### config.mk
export PLATFORM = sky130hd
export DESIGN_NAME = sys_mem_test_master_flat
export DESIGN_NICKNAME = d
export VERILOG_FILES = /design/src/rtl/sys_mem_test_master_if.sv /design/src/rtl/sys_mem_test_master.sv /design/src/flat_wrapper.sv
export SDC_FILE = /design/constraint.sdc
export NUM_CORES = 1
export LEC_CHECK = 0
export BUFFER_PORTS_ARGS = -buffer_cell sky130_fd_sc_hd__buf_4
export CORE_MARGIN = 3
export CORE_UTILIZATION = 25
export CTS_BUF_LIST = sky130_fd_sc_hd__clkbuf_16
export DETAILED_ROUTE_END_ITERATION = 10
export GPL_TIMING_DRIVEN = 0
export HOLD_SLACK_MARGIN = 0.02
export SLEW_MARGIN = 15
export SYNTH_ARGS = -nofsm -noshare
export SYNTH_HDL_FRONTEND = slang
export SYNTH_SLANG_ARGS = --single-unit
### constraint.sdc
create_clock -name clk -period 3.7 [get_ports clk]
set_input_delay 0.37 -clock clk [delete_from_list [all_inputs] [get_ports clk]]
set_output_delay 0.37 -clock clk [all_outputs]
set_load 0.05 [all_outputs]
### src/rtl/sys_mem_test_master_if.sv
// sys_mem_test_master_if: Avalon-MM 64-bit word bus between the test master and memory
interface sys_mem_test_master_if;
    logic [12:0] avm_address;
    logic [7:0]  avm_byteenable;
    logic        avm_read;
    logic        avm_write;
    logic [63:0] avm_writedata;
    logic        avm_waitrequest;
    logic [63:0] avm_readdata;
    logic        avm_readdatavalid;
    modport master (
        output avm_address, avm_byteenable, avm_read, avm_write, avm_writedata,
        input  avm_waitrequest, avm_readdata, avm_readdatavalid
    );
    modport slave (
        input  avm_address, avm_byteenable, avm_read, avm_write, avm_writedata,
        output avm_waitrequest, avm_readdata, avm_readdatavalid
    );
endinterface

### src/rtl/sys_mem_test_master.sv
// sys_mem_test_master: fills a memory window with a seeded pattern and checks it back over Avalon-MM
module sys_mem_test_master #(
    parameter int MAX_PENDING = 4
) (
    input  logic                         clk,
    input  logic                         reset,
    input  logic                         start,
    input  logic [1:0]                   mode,
    input  logic [12:0]                  base_addr,
    input  logic [13:0]                  length,
    input  logic [31:0]                  seed,
    output logic                         busy,
    output logic                         done,
    output logic [15:0]                  err_count,
    output logic [12:0]                  first_err_addr,
    sys_mem_test_master_if.master        avm
);
    typedef enum logic [2:0] {IDLE, WRITE, READ, DRAIN, FINISH} state_t;

    state_t      r_state;
    state_t      w_next;
    logic [1:0]  r_mode;
    logic [12:0] r_base;
    logic [13:0] r_n;
    logic [13:0] r_idx;
    logic [13:0] r_rsp;
    logic [31:0] r_seed;
    logic [3:0]  r_pending;

    logic [13:0] w_n;
    logic        w_start;
    logic        w_acc_wr;
    logic        w_acc_rd;
    logic        w_last;
    logic        w_rsp;
    logic        w_miss;
    logic [31:0] w_s_wr;
    logic [31:0] w_s_rd;

    // The window never exceeds the 8192-word address space
    assign w_n      = (length > 14'd8192) ? 14'd8192 : length;
    assign w_start  = start && (r_state == IDLE);
    assign w_acc_wr = avm.avm_write && !avm.avm_waitrequest;
    assign w_acc_rd = avm.avm_read && !avm.avm_waitrequest;
    assign w_last   = (r_idx == r_n - 14'd1);
    // Responses only count while a check pass has reads outstanding
    assign w_rsp    = avm.avm_readdatavalid && (r_state == READ || r_state == DRAIN) && (r_pending != 4'd0);
    assign w_s_wr   = r_seed + {18'd0, r_idx};
    assign w_s_rd   = r_seed + {18'd0, r_rsp};
    assign w_miss   = w_rsp && (avm.avm_readdata != {w_s_rd, ~w_s_rd});

    // State register
    always_ff @(posedge clk) begin
        if (reset) r_state <= IDLE;
        else       r_state <= w_next;
    end

    // Next-state: write pass, then read pass, then wait for the tail of responses
    always_comb begin
        w_next = r_state;
        case (r_state)
            IDLE:    if (start) w_next = (w_n == 14'd0 || mode == 2'b00) ? FINISH : (mode[0] ? WRITE : READ);
            WRITE:   if (w_acc_wr && w_last) w_next = r_mode[1] ? READ : FINISH;
            READ:    if (w_acc_rd && w_last) w_next = DRAIN;
            DRAIN:   if (r_pending == 4'd0) w_next = FINISH;
            FINISH:  w_next = IDLE;
            default: w_next = IDLE;
        endcase
    end

    // Outputs: commands derive from registered index, so they hold steady through stalls
    always_comb begin
        busy               = r_state != IDLE;
        done               = r_state == FINISH;
        avm.avm_write      = r_state == WRITE;
        avm.avm_read       = (r_state == READ) && (r_pending < 4'(MAX_PENDING));
        avm.avm_address    = (r_state == WRITE || r_state == READ) ? r_base + r_idx[12:0] : 13'd0;
        avm.avm_writedata  = (r_state == WRITE) ? {w_s_wr, ~w_s_wr} : 64'd0;
        avm.avm_byteenable = 8'hFF;
    end

    // Command capture, issue/response counters and error tracking
    always_ff @(posedge clk) begin
        if (reset) begin
            r_mode         <= 2'd0;
            r_base         <= 13'd0;
            r_n            <= 14'd0;
            r_seed         <= 32'd0;
            r_idx          <= 14'd0;
            r_rsp          <= 14'd0;
            r_pending      <= 4'd0;
            err_count      <= 16'd0;
            first_err_addr <= 13'd0;
        end else if (w_start) begin
            r_mode         <= mode;
            r_base         <= base_addr;
            r_n            <= w_n;
            r_seed         <= seed;
            r_idx          <= 14'd0;
            r_rsp          <= 14'd0;
            r_pending      <= 4'd0;
            err_count      <= 16'd0;
            first_err_addr <= 13'd0;
        end else begin
            if (w_acc_wr)      r_idx <= w_last ? 14'd0 : r_idx + 14'd1;
            else if (w_acc_rd) r_idx <= r_idx + 14'd1;
            r_pending <= r_pending + {3'd0, w_acc_rd} - {3'd0, w_rsp};
            if (w_rsp) r_rsp <= r_rsp + 14'd1;
            if (w_miss) begin
                if (err_count != 16'hFFFF) err_count <= err_count + 16'd1;
                if (err_count == 16'd0)    first_err_addr <= r_base + r_rsp[12:0];
            end
        end
    end
endmodule

### src/flat_wrapper.sv
// flat-port wrapper written by rule: the top's interface ports become plain ports
module sys_mem_test_master_flat 
#(
    parameter int MAX_PENDING = 4
)
  (clk, reset, start, mode, base_addr, length, seed, busy, done, err_count, first_err_addr, avm_avm_address, avm_avm_byteenable, avm_avm_read, avm_avm_write, avm_avm_writedata, avm_avm_waitrequest, avm_avm_readdata, avm_avm_readdatavalid);
  sys_mem_test_master_if avm_i ();
  input  logic clk;
  input  logic reset;
  input  logic start;
  input  logic [1:0] mode;
  input  logic [12:0] base_addr;
  input  logic [13:0] length;
  input  logic [31:0] seed;
  output logic busy;
  output logic done;
  output logic [15:0] err_count;
  output logic [12:0] first_err_addr;
  output wire logic [$bits(avm_i.avm_address)-1:0] avm_avm_address;
  output wire logic [$bits(avm_i.avm_byteenable)-1:0] avm_avm_byteenable;
  output wire logic [$bits(avm_i.avm_read)-1:0] avm_avm_read;
  output wire logic [$bits(avm_i.avm_write)-1:0] avm_avm_write;
  output wire logic [$bits(avm_i.avm_writedata)-1:0] avm_avm_writedata;
  input wire logic [$bits(avm_i.avm_waitrequest)-1:0] avm_avm_waitrequest;
  input wire logic [$bits(avm_i.avm_readdata)-1:0] avm_avm_readdata;
  input wire logic [$bits(avm_i.avm_readdatavalid)-1:0] avm_avm_readdatavalid;
  assign avm_avm_address = avm_i.avm_address;
  assign avm_avm_byteenable = avm_i.avm_byteenable;
  assign avm_avm_read = avm_i.avm_read;
  assign avm_avm_write = avm_i.avm_write;
  assign avm_avm_writedata = avm_i.avm_writedata;
  assign avm_i.avm_waitrequest = avm_avm_waitrequest;
  assign avm_i.avm_readdata = avm_avm_readdata;
  assign avm_i.avm_readdatavalid = avm_avm_readdatavalid;
  sys_mem_test_master #(.MAX_PENDING(MAX_PENDING)) u_core (.clk(clk), .reset(reset), .start(start), .mode(mode), .base_addr(base_addr), .length(length), .seed(seed), .busy(busy), .done(done), .err_count(err_count), .first_err_addr(first_err_addr), .avm(avm_i));
endmodule
# Word level (Yosys, flattened, before mapping)

Cells that the tools add are included.

Order comparisons: 2
Add/subtract/negate cells: 10
Reduce and logical (&&, ||, !) cells: 25
Mux-type cells: 14
Equality and inequality tests: 11
Bitwise operators: 2

Operators by type and width:

| cell                                                                          | number |
|---|---|
| 32-bit by 14-bit adder with 32-bit output                                     | 2 |
| 64-bit 2-to-1 mux                                                             | 1 |
| 64-bit != test                                                                | 1 |
| 32-bit NOT                                                                    | 2 |
| 14-bit 2-to-1 mux                                                             | 4 |
| 14-bit by 1-bit adder with 14-bit output (second input constant)              | 2 |
| 13-bit adder                                                                  | 2 |
| 3-bit 2-to-1 mux                                                              | 6 |
| 16-bit by 1-bit adder with 16-bit output (second input constant)              | 1 |
| 16-bit logical NOT                                                            | 1 |
| 16-bit != test (second input constant)                                        | 1 |
| 14-bit equality test                                                          | 1 |
| 14-bit greater-than comparator (second input constant)                        | 1 |
| 14-bit logical NOT                                                            | 1 |
| 14-bit by 1-bit subtractor with 14-bit output (second input constant)         | 1 |
| 13-bit 2-to-1 mux                                                             | 1 |
| 3-bit case mux with 4 select lines                                            | 1 |
| 1-bit logical AND                                                             | 9 |
| 2-bit != test (second input constant)                                         | 4 |
| 3-bit by 2-bit equality test with 1-bit output (second input constant)        | 2 |
| 4-bit by 1-bit adder with 4-bit output                                        | 1 |
| 4-bit logical NOT                                                             | 1 |
| 4-bit by 3-bit less-than comparator with 1-bit output (second input constant) | 1 |
| 2-bit AND reduction                                                           | 2 |
| other kinds (13)                                                              | 15 |

Input bits: 130
Output and inout bits: 118
Word-level logic and storage cells: 74
Bits in registers: 125

# Longest topological paths before layout

Depth after elaboration: 7
Mapped depth: 17
Mapped depth without buffers: 15

# Worst setup path after synthesis

OpenSTA, ideal clock, no wires.

Path kind: flip-flop to flip-flop
From: register u_core.r_rsp[0]
To: register u_core.first_err_addr[3]
Arrival: 3.730 ns
Slack: -0.157 ns
Cell stages (with the launch flop): 18
Library setup time: 0.128 ns
Required time: 3.572 ns
Buffers on the path: 2
Cell sequence: dfxtp_1 -> ha_1 -> inv_1 -> fa_1 -> nand2b_1 -> a21oi_1 -> o221a_2 -> nor4_1 -> a2111oi_0 -> o2bb2ai_1 -> a2111oi_4 -> nand4_1 -> nor4_4 -> or3b_1 -> buf_4 -> buf_8 -> mux2i_1 -> nor2_1

Cells in the longest elaborated chain, start to end: 5

Ends and longest elaborated chain:

| what                                      | RTL line                   | text |
|---|---|---|
| start: declaration                        | sys_mem_test_master.sv:26  | `logic [13:0] r_rsp;` |
| start signal: assignment                  | sys_mem_test_master.sv:108 | `if (w_rsp) r_rsp <= r_rsp + 14'd1;` |
| 32-bit by 14-bit adder with 32-bit output | sys_mem_test_master.sv:49  | `assign w_s_rd = r_seed + {18'd0, r_rsp};` |
| 32-bit NOT                                | sys_mem_test_master.sv:50  | `assign w_miss = w_rsp && (avm.avm_readdata != {w_s_rd, ~w_s_rd});` |
| 64-bit != test                            | sys_mem_test_master.sv:50  |  |
| 1-bit logical AND                         | sys_mem_test_master.sv:50  |  |
| 2-bit AND reduction (no source line)      | -                          |  |
| end signal: assignment                    | sys_mem_test_master.sv:111 | `if (err_count == 16'd0) first_err_addr <= r_base + r_rsp[12:0];` |
| end: declaration                          | sys_mem_test_master.sv:15  | `output logic [12:0] first_err_addr,` |

Several ways; a longest one is shown, not always the timed one.
A chain may end at the register's enable or synchronous reset.

# Final worst setup path

From: register u_core.r_seed[3]
To: register u_core.first_err_addr[10]

Cells in the longest elaborated chain, start to end: 5

Ends and longest elaborated chain:

| what                                        | RTL line                  | text |
|---|---|---|
| start: declaration                          | sys_mem_test_master.sv:27 | `logic [31:0] r_seed;` |
| start signal: assignment                    | sys_mem_test_master.sv:88 | `r_seed <= 32'd0;` |
| start signal: assignment                    | sys_mem_test_master.sv:98 | `r_seed <= seed;` |
| 32-bit by 14-bit adder with 32-bit output * | sys_mem_test_master.sv:49 |  |
| 32-bit NOT                                  | sys_mem_test_master.sv:50 |  |
| 64-bit != test *                            | sys_mem_test_master.sv:50 |  |
| 1-bit logical AND *                         | sys_mem_test_master.sv:50 |  |
| 2-bit AND reduction (no source line) *      | -                         |  |

Every way passes the cells marked *; elsewhere a longest branch is shown, timed or not.

==> summary.md <==
| Metric | Value |
|---|---|
| Post-DRT Antenna Nets | `0` |
| Vias in the first global route | `10640` |
| Grt total ovfl | `0` |
| Tmin final | `about 4100 ps` |
| Reg2reg end | `u_core.first_err_addr[10]$_SDFFE_PP0P_` |
| Die Footprint | `0.04359 mm2` |
| TritonCTS clock tree | `built` |
| Via/cell ratio | `approximately 5` |
| EDFF count, synth | `0` |
| Drt initial violations | `approximately 710` |
| Gpl congestion | `about 0.91` |
| IO Port Bufs | `~240` |
| Max VDD drop | `slightly below 0.4 mV` |
| Peak per-stage delay on the critical path | `550 ps` |
| Latest clock arrival within the worst-skew pair | `about 430 ps` |
| Fillers | `a little over 4000` |
| First-pass GRT wire length | `between 60000 and 70000 um` |
| Vias | `~11000` |
| Fin. Hold Viols | `0` |
| Worst Hold Class | `input port to register` |
| Cells after Synth | `1300` |
| Largest net degree at the start of global routing | `17` |
| RR Startpoint | `u_core.r_seed[3]$_SDFFE_PP0P_` |
| Leak pwr | `6.291 nW` |
| Area grow syn2layout | `48.05%` |
| Setup ws final | `-356.2 ps` |
| HP Start | `base_addr[1]` |
| Critical-path cell list | `ha_4 > nand2_4 > or3b_4 > and3b_2 > nor4_4 > nor3_2 > or4b_4 > a22oi_2 > nand4_1 > nor4_4 > buf_12 > or3b_4 > buf_6 > clkbuf_16 > mux2i_1 > nor2_1` |
| CP required | `between 4000 and 5000 ps` |
| Status | `finished, violations left` |
| GRT Util Overall | `18.31%` |
| Max Cap Viol | `0` |
| CP bufs+invs | `3` |
| Slew Viols, Final | `0` |
| Post-Place Cells | `roughly 2100` |
| Top FF cell, synth | `dfxtp_1` |
| Worst rel slew slack | `9.622%` |
| Critical-path top delay cell | `or4b_4` |
| Post-synth cell types | `86` |
| DRT Wirelength | `42270 um` |
| Initial antenna violation count | `5` |
| H-tree levels | `4` |
| R2r worst-path depth | `16` |
| Clock Pin Slew Worst Setup and Hold Paths | `roughly 60 ps` |
| Setup Viol. Count Final | `47` |
| Initial DRT Pass Iterations | `5` |
| Register area share after synthesis | `about a quarter` |
| Initial Utilization | `25.58%` |
| Hold Path Depth | `3` |
| Yosys warns | `0` |
| FF/Latch Area | `0.002532 mm2` |
| Critical path class | `register to register` |
| PwrDens | `308.5 mW/mm2` |
| Worst Path Max Fanout | `6` |
| Non-filler cells, final | `2162` |
| Synthesized area | `about 0.010 mm2` |
| Hold worst-path end | `u_core.r_base[1]$_SDFFE_PP0P_` |
| Residual DRC | `0` |
| Post-DP HPWL | `roughly 33000 um` |
| Unrepaired setup endpoints after global routing | `true` |
| Final #Nets | `1822` |
| Worst slew pin tran | `1341 ps` |
| Die width | `around 210 um` |
| Reg2reg setup slack | `-360 ps` |
| Fmax | `0.2465 GHz` |
| Share of cells above drive strength 1 | `a little over a third` |
| Setup Slack @ Placement | `-1241 ps` |
| Tcrit/Tclk final | `109.6%` |
| Multi-input logic area | `roughly 0.0084 mm2` |
| Crit end category | `register` |
| Crit path launch type | `register` |
| IO Count | `between 200 and 250` |
| Routed length per instance | `roughly 20 um` |
| Failing checks | `negative setup slack` |
| Root Buffer | `clkbuf_16` |
| Cts hold-fix bufs | `0` |
| Row Count | `73` |
| Chip height | `around 210 um` |
| Crit-path leading delay family | `simple AND/OR/NAND/NOR gates` |
| Data arrival time of the critical path | `about 4400 ps` |
| Async set or reset register ratio after synthesis | `0%` |
| Mean Syn Cell Area | `slightly below 8 um2` |
| FF+latch count, synth | `~120` |
| Core area | `between 0.04 and 0.05 mm2` |
| Num Clock Sinks | `about 120` |
| Clk buf depth | `2` |
| # diodes | `0` |
| TritonCTS buffer count | `17` |
| Skew final | `around 13 ps` |
how the worst max path moves through the flow:
| stage | depth (start not counted) | slack, ps | from | to |
|---|---|---|---|---|
| after detailed placement | 16 | -1240 | u_core.r_rsp[9]$_SDFFE_PP0P_ | u_core.first_err_addr[8]$_SDFFE_PP0P_ |
| after floorplan | 15 | 0.4 | u_core.r_rsp[3]$_SDFFE_PP0P_ | u_core.first_err_addr[3]$_SDFFE_PP0P_ |
| final | 16 | -360 | u_core.r_seed[3]$_SDFFE_PP0P_ | u_core.first_err_addr[10]$_SDFFE_PP0P_ |
| after CTS | 18 | -250 | u_core.r_rsp[0]$_SDFFE_PP0P_ | u_core.first_err_addr[8]$_SDFFE_PP0P_ |
| after global placement | 16 | -1220 | u_core.r_rsp[9]$_SDFFE_PP0P_ | u_core.first_err_addr[6]$_SDFFE_PP0P_ |
| after global routing | 16 | -450 | u_core.r_seed[3]$_SDFFE_PP0P_ | u_core.first_err_addr[11]$_SDFFE_PP0P_ |
report_power, final:
| part | switching [mW] | internal [mW] | leakage, nW |
|---|---|---|---|
| Clock | 0.659 | 0.919 | 0.266 |
| Sequential | 0.0875 | 1.41 | 1.02 |
| Combinational | 0.983 | 0.642 | 5.00 |
| Total | 1.73 | 2.97 | 6.29 |
final cells by class:
class / count / area share (%)
multi-input combinational: 1069 / 55.09
buffer: 66 / 2.244
sequential: 124 / 16.64
clock inverter: 14 / 0.8056
tap: 525 / 4.316
inverter: 43 / 1.077
timing repair buffer: 304 / 17.03
clock buffer: 17 / 2.795
synth_stat cells (all sizes together), types with 15 or more instances:
master  count  area share, %
and2       39            2.4
mux2i      38            3.7
nand2b     33            2.0
and3       15           0.96
clkbuf     44            1.6
a22o       55            4.7
or3        18            1.1
nor4       20            1.6
nor3       32            1.6
a21o       18            1.3
xnor2      75            6.4
inv        43            1.6
nand4      34            2.2
buf        28            1.7
o21ai      57            2.8
a21oi      62            3.0
nor2      160            5.9
xor2       50            4.3
dfxtp     124             24
nor2b      29            1.8
nand2      67            2.4
nand3      36            1.8
ha         62            7.5
tightest hold or removal path, delay by kind of cell:
kind	cells	cell delay [ps]
compound gates	1	50
buf+inv	1	80
simple gates	1	30
placed cells by master, fill, tap and decap left out, types with 18 or more instances in the layout:
master     count
inv_1         42
nand2b_1      30
buf_4        261
a21o_1        18
nand4_1       33
nor2b_1       24
nor2_1       139
a22o_1        55
nand3_1       33
clkbuf_1      34
a21oi_1       44
ha_1          46
and2_1        25
buf_6         37
clkbuf_16     18
o21ai_0       46
dfxtp_1      104
nor3_1        27
mux2i_1       37
xor2_1        39
nand2_1       62
xnor2_1       66
logic make-up after synthesis:
family                     count (synthesis)  share of synthesized area [%]
buffers and inverters                    115                          4.868
DFF                                      124                          24.15
xor gates and xnor gates                 125                          10.65
other                                      1                        0.03647
adders and majority gates                 67                          8.519
and+or+nand+nor                          541                          28.17
AOI/OAI and AO/OA                        282                          19.14
muxes                                     45                          4.466
through the flow:
step                setup TNS, ps  power, mW  instance area, um2  util [%]  hold WS, ps
CTS                         -5676      4.603               14370     35.75        114.1
detailed placement         -41660      2.944               12810     31.88        463.8
global placement           -36570      2.925               12800     31.85        451.9
global route               -16650      4.901               15220     37.87        132.2
floorplan                       0      2.435               10350         -        445.9
finish                     -10010      4.695               15220     37.87        136.3
sequential cells by signal, indices dropped and copies added, names as in the netlist, 4 cells and up:
name and cells:
u_core.r_pending 4, u_core.r_rsp 14, u_core.r_n 14, u_core.r_base 13
u_core.r_idx 14, u_core.r_seed 32, u_core.first_err_addr 13, u_core.err_count 16
layer usage:
metal	global-route usage, %	wire [um]	share of wire [%]
met2	30.53	20170	48
met3	4.609	3654	8.6
met5	0	56	0.13
met4	3.903	507	1.2
met1	23.99	17890	42
what timing repair did:
action	4_1_cts	5_1_grt
resized for setup	166	145
setup endpoints to repair	88	81
buffers inserted	32	34
gates cloned	1	1
pin swaps	40	35
(Power assumes the default switching activity.)
